<file path="config.mk">
export PLATFORM = sky130hd
export DESIGN_NAME = mult_div_unit
export DESIGN_NICKNAME = d
export VERILOG_FILES = /design/src/rtl/mult_div_unit.sv
export SDC_FILE = /design/constraint.sdc
export NUM_CORES = 1
export LEC_CHECK = 0
export ABC_AREA = 1
export ABC_CLOCK_PERIOD_IN_PS = 8050
export CORE_MARGIN = 10
export CORE_UTILIZATION = 45
export CTS_BUF_LIST = sky130_fd_sc_hd__clkbuf_8 sky130_fd_sc_hd__clkbuf_16
export CTS_CLUSTER_DIAMETER = 60
export DETAILED_ROUTE_END_ITERATION = 8
export GPL_ROUTABILITY_DRIVEN = 0
export SETUP_SLACK_MARGIN = 0.2
export SLEW_MARGIN = 20
export SYNTH_ARGS = -nofsm -noshare
export SYNTH_HDL_FRONTEND = slang
export SYNTH_SLANG_ARGS = --single-unit
</file>
<file path="constraint.sdc">
create_clock -name clk -period 8.05 [get_ports clk]
set_clock_uncertainty 0.15 [all_clocks]
set_input_delay 1.2075 -clock clk [delete_from_list [all_inputs] [get_ports clk]]
set_output_delay 1.2075 -clock clk [all_outputs]
set_load 0.05 [all_outputs]
</file>
<file path="src/rtl/mult_div_unit.sv">
// mult_div_unit: multi-cycle signed multiply/divide responder for the
// multicycle MIPS datapath. One iteration per clock over WIDTH cycles,
// a sign-fixup cycle, then a one-cycle done pulse with HI/LO and div0.
module mult_div_unit #(
  parameter int WIDTH = 32
) (
  input  logic             clk,
  input  logic             reset,
  input  logic             start,
  input  logic             MDCtrl,
  input  logic [WIDTH-1:0] opA,
  input  logic [WIDTH-1:0] opB,
  output logic             busy,
  output logic             done,
  output logic [WIDTH-1:0] hi,
  output logic [WIDTH-1:0] lo,
  output logic             div0
);

  localparam int CW = (WIDTH > 1) ? $clog2(WIDTH) : 1;
  localparam logic [CW-1:0] LAST_ITER = CW'(WIDTH - 1);

  typedef enum logic [1:0] {
    IDLE,
    CALC,
    FIX,
    DONE
  } state_t;

  state_t             state_q;
  logic [CW-1:0]      cnt_q;
  logic               isDiv_q;
  logic               signA_q;
  logic               signB_q;
  logic [WIDTH-1:0]   magA_q;
  logic [WIDTH-1:0]   magB_q;
  logic [2*WIDTH-1:0] acc_q;
  logic               busy_q;
  logic               done_q;
  logic               div0_q;
  logic [WIDTH-1:0]   hi_q;
  logic [WIDTH-1:0]   lo_q;

  logic [WIDTH-1:0]   absA;
  logic [WIDTH-1:0]   absB;
  logic [WIDTH:0]     multSum;
  logic [WIDTH:0]     divShift;
  logic [WIDTH:0]     divDiff;
  logic [2*WIDTH-1:0] acc_d;
  logic [2*WIDTH-1:0] prodFix;
  logic [WIDTH-1:0]   quoFix;
  logic [WIDTH-1:0]   remFix;

  // Magnitudes of the incoming operands; the most-negative value maps to
  // 2^(WIDTH-1), which is exact when read back as unsigned.
  always_comb begin
    absA = opA;
    absB = opB;
    if (opA[WIDTH-1]) absA = -opA;
    if (opB[WIDTH-1]) absB = -opB;
  end

  // One unsigned iteration. Mult keeps {partial upper, remaining multiplier}
  // in acc and shifts right; div keeps {remainder, dividend/quotient} and
  // shifts left, restoring when the trial subtraction borrows.
  always_comb begin
    multSum  = {1'b0, acc_q[2*WIDTH-1:WIDTH]} + (acc_q[0] ? {1'b0, magA_q} : '0);
    divShift = {acc_q[2*WIDTH-1:WIDTH], acc_q[WIDTH-1]};
    divDiff  = divShift - {1'b0, magB_q};
    acc_d    = {multSum, acc_q[WIDTH-1:1]};
    if (isDiv_q) begin
      if (divDiff[WIDTH]) begin
        acc_d = {divShift[WIDTH-1:0], acc_q[WIDTH-2:0], 1'b0};
      end else begin
        acc_d = {divDiff[WIDTH-1:0], acc_q[WIDTH-2:0], 1'b1};
      end
    end
  end

  // Sign fixup: product and quotient negate on differing signs (quotient
  // truncates toward zero), remainder follows the dividend's sign.
  always_comb begin
    prodFix = acc_q;
    quoFix  = acc_q[WIDTH-1:0];
    remFix  = acc_q[2*WIDTH-1:WIDTH];
    if (signA_q ^ signB_q) begin
      prodFix = -acc_q;
      quoFix  = -acc_q[WIDTH-1:0];
    end
    if (signA_q) remFix = -acc_q[2*WIDTH-1:WIDTH];
  end

  // Control FSM with registered outputs; reset discards any in-flight op.
  always_ff @(posedge clk) begin
    if (reset) begin
      state_q <= IDLE;
      cnt_q   <= '0;
      isDiv_q <= 1'b0;
      signA_q <= 1'b0;
      signB_q <= 1'b0;
      magA_q  <= '0;
      magB_q  <= '0;
      acc_q   <= '0;
      busy_q  <= 1'b0;
      done_q  <= 1'b0;
      div0_q  <= 1'b0;
      hi_q    <= '0;
      lo_q    <= '0;
    end else begin
      case (state_q)
        IDLE: begin
          done_q <= 1'b0;
          busy_q <= 1'b0;
          if (start) begin
            isDiv_q <= MDCtrl;
            signA_q <= opA[WIDTH-1];
            signB_q <= opB[WIDTH-1];
            magA_q  <= absA;
            magB_q  <= absB;
            cnt_q   <= '0;
            busy_q  <= 1'b1;
            div0_q  <= 1'b0;
            if (MDCtrl && (opB == '0)) begin
              state_q <= DONE;
              done_q  <= 1'b1;
              div0_q  <= 1'b1;
            end else begin
              state_q <= CALC;
              acc_q   <= MDCtrl ? {{WIDTH{1'b0}}, absA} : {{WIDTH{1'b0}}, absB};
            end
          end
        end
        CALC: begin
          acc_q <= acc_d;
          cnt_q <= cnt_q + CW'(1);
          if (cnt_q == LAST_ITER) state_q <= FIX;
        end
        FIX: begin
          if (isDiv_q) begin
            hi_q <= remFix;
            lo_q <= quoFix;
          end else begin
            hi_q <= prodFix[2*WIDTH-1:WIDTH];
            lo_q <= prodFix[WIDTH-1:0];
          end
          state_q <= DONE;
          done_q  <= 1'b1;
        end
        DONE: begin
          done_q  <= 1'b0;
          busy_q  <= 1'b0;
          state_q <= IDLE;
        end
        default: begin
          state_q <= IDLE;
        end
      endcase
    end
  end

  assign busy = busy_q;
  assign done = done_q;
  assign hi   = hi_q;
  assign lo   = lo_q;
  assign div0 = div0_q;

endmodule

</file>
==> results.cfg <==
[status]
status = complete, no violations

[die]
io_pins = 135
num_rows = 74
die_x_um = 224
core-area_mm2 = 0.0411
start_util_pct = 45.7
dieArea_mm2 = 0.0504
die_h_um = 224

[grt]
grt_usage_pct = 27.7
grt_pass1_wl_mm = 111
antenna_found_initial = 2
grt_start_max_net_pins = 84
grt_pass1_vias = 19452
use_met2_pct = 43.4
grt-busiest-layer = met2
grtUsageMet1_pct = 36.7
grt_overflow_total = 0
grt_use_met3_pct = 6.64

[timing]
finalSetupViolCount = 0
worst_pin_slew_ns = 1.09
relSlewSlack_pct = 27.5
timing.final.hold_violations = 0
rsz0062_at_grt = no
holdWs_ns = 0.322
tns_ns = 0
fin_crit_ns = 4.35
max_freq_mhz = 230
period_share_pct = 54.0
report.final.slew_viol_count = 0

[yosys]
yosys.area.top_type = dfxtp_1
syn_inst = 3297
synthFlopType = dfxtp_1
netlist_area_mm2 = 0.0188
postSynthNetCount = 3442
synth_cell_types = 53
synthTopCellsByCount = nand2_1 (847), inv_1 (536), nor2_1 (377)
async_reset_ff_share_pct = 0
avgSynthCellArea_um2 = 5.70
synth_area_leaders = dfxtp_1 (22%), nand2_1 (17%), inv_1 (11%), nand3_1 (7.8%), nor2_1 (7.5%)
synth_most_common_cell = nand2_1
seq_area_frac_synth_pct = 21.8
yosysTopAreaCellShare_pct = 21.8
synth_warnings = 0
ys_ff_latch = 205
synth_edf_count = 0

[min_path]
hp-class = flip-flop to flip-flop
whs_endpoint = cnt_q[4]$_SDFFE_PP0P_
hold_path_depth = 2
hp-start = cnt_q[4]$_SDFFE_PP0P_

[critical_path]
cp-end-kind = flip-flop
worstReg2RegStart = signA_q$_SDFFE_PP0P_
startpoint_type = input port
cp_max_fo = 68
arrival_ns = 4.62
cp.required_ns = 8.32
rr_endpoint = hi[10]$_SDFFE_PP0P_
regToRegSetupSlack_ns = 4.10
worstRegToRegCells = 13
worstSetupPathType = input port to flip-flop

[pwr]
ir_worst_vdd_uv = 250
combPwrFrac_pct = 64.3
p_seq_share_pct = 21.0
power_frac_clock_pct = 14.7
switchingPower_uw = 4470
netSwitchingFraction_pct = 55.5
p_per_area_mw_per_mm2 = 379
cellLeakagePower_uw = 0.0109
p_int_uw = 3580

[layout]
final_net_count = 3492
antennaDiodeCount = 0
syn2layout_area_growth_pct = 12.9
drive_above_1_share_pct = 4.31
final_util_pct = 51.6

[run]
drv_cap = 0

[clock_network]
clkTransAtPathRegs_ns = 0.06
clkLatencyLatePin_ns = 0.57
cts_buffers = 26
root_buffer = clkbuf_16
ctsResizeCount = 0
cts_setup_buffers = 0
cts_max_level = 1
cts_tree = yes
cts_hold_buf = 0
cts_buffer_depth = 3
cts.sink_count = 205

[routing]
drtIter0Drc = 2401
drtPass1Iterations = 9
vias = 21241
detail_route.vias_per_cell = 5.45
wirelength_mm = 72.0
ant_nets = 0
drc_errors = 0
wl_per_cell_um = 18.5

[placement]
port_buffers = 134
dp.final_hpwl_mm = 56.9
[logic make-up (layout without fill, tap and decap cells)]
| family | Yosys count | after routing | share of synthesized area, % |
|---|---|---|---|
| XOR/XNOR | 78 | 78 | 3.63 |
| adder cells (fa/ha/maj) | 77 | 77 | 5.20 |
| buffers and inverters | 680 | 748 | 14.1 |
| AO/OA/AOI/OAI | 567 | 567 | 16.7 |
| flip-flops | 205 | 205 | 21.8 |
| AND/OR/NAND/NOR | 1690 | 1690 | 38.5 |
[power groups by stage]
stage | registers, uW | clock network (uW) | logic (uW)
2_1_floorplan | 1960 | 0 | 3360
3_3_place_gp | 1690 | 0 | 5020
3_5_place_dp | 1700 | 0 | 5060
4_1_cts | 1680 | 1200 | 5080
5_1_grt | 1730 | 1240 | 5720
6_report | 1690 | 1180 | 5180
[cell type report]
type	instances	area (um2)
clock inverters	15	159
repair buffers	147	1440
multi-input cells	2412	12100
clock buffers	31	719
fillers	4398	19900
inverters	555	2080
flip-flops and latches	205	4110
well taps	532	666
[registers in the layout (all words and copies together), names as in the netlist, 2 cells and up]
name,cells
lo,32
hi,32
magA_q,32
magB_q,32
acc_q,64
cnt_q,5
state_q,2
[layer usage]
metal | wire length (um) | share of wire [%]
met5 | 0 | 0
met4 | 2390 | 3.3
met3 | 6580 | 9.1
met2 | 31400 | 44
met1 | 31500 | 44
[how the worst max path moves through the flow]
| stage | cells after the start | slack [ns] | from | end |
|---|---|---|---|---|
| 2_1_floorplan | 18 | 5.10 | opB[0] | acc_q[54]$_SDFFE_PP0P_ |
| 3_3_place_gp | 17 | 3.24 | opB[0] | acc_q[31]$_SDFFE_PP0P_ |
| 3_5_place_dp | 17 | 3.14 | opB[0] | acc_q[17]$_SDFFE_PP0P_ |
| 4_1_cts | 17 | 3.75 | opB[0] | acc_q[17]$_SDFFE_PP0P_ |
| 5_1_grt | 17 | 3.37 | opB[0] | acc_q[17]$_SDFFE_PP0P_ |
| 6_report | 17 | 3.70 | opB[0] | acc_q[17]$_SDFFE_PP0P_ |
[critical path, stage by stage]
cell and delay, ns:
clkdlybuf4s50_1 0.49, inv_1 0.18, ha_1 0.22, nand3_2 0.13
nor2_4 0.15, nand3_2 0.11, inv_2 0.08, nand2_2 0.06
inv_2 0.05, nand3_2 0.13, inv_2 0.10, nand2_2 0.07
nand2_2 0.06, buf_4 0.57, inv_1 0.59, o21ai_0 0.33
a31oi_1 0.06
[placed cells by master (no fill, tap or decap), types with 3 or more instances in the layout]
cell type        Yosys  routed
nand2_1            847     847
inv_1              536     539
nor2_1             377     377
nand3_1            292     292
a21oi_1            224     224
o21ai_0            222     222
dfxtp_1            205     204
clkdlybuf4s50_1      0     133
ha_1                75      74
xor2_1              63      63
nor3_1              49      49
o211ai_1            43      43
nand4_1             41      41
clkbuf_16            0      26
inv_2               15      17
nand3_2             16      16
nand3b_1            15      15
xnor2_1             15      15
o221ai_1            15      15
nand2_2             14      14
buf_4                2      14
nor2_2              12      12
o21ai_1             12      12
o21bai_1            10      10
a31oi_1             10      10
a211oi_1             8       8
a21o_1               7       7
or2_2                6       6
clkinv_2             1       5
a21oi_2              5       5
nand2_4              5       5
clkbuf_8             0       5
nor4_1               4       4
nor2_4               3       3
o31ai_1              3       3
clkinv_4             0       3
[through the flow]
stage / instance area, um2 / setup slack, ns / power, uW / cells
after global routing: 21200 / 3.37 / 8690 / 3897
after CTS: 21200 / 3.75 / 7960 / 3897
after global placement: 20300 / 3.24 / 6720 / 3851
after floorplan: 18800 / 5.10 / 5320 / 3297
final: 21200 / 3.70 / 8050 / 3897
after detailed placement: 20300 / 3.14 / 6760 / 3851
No activity file was read; power rests on OpenSTA's default activity.
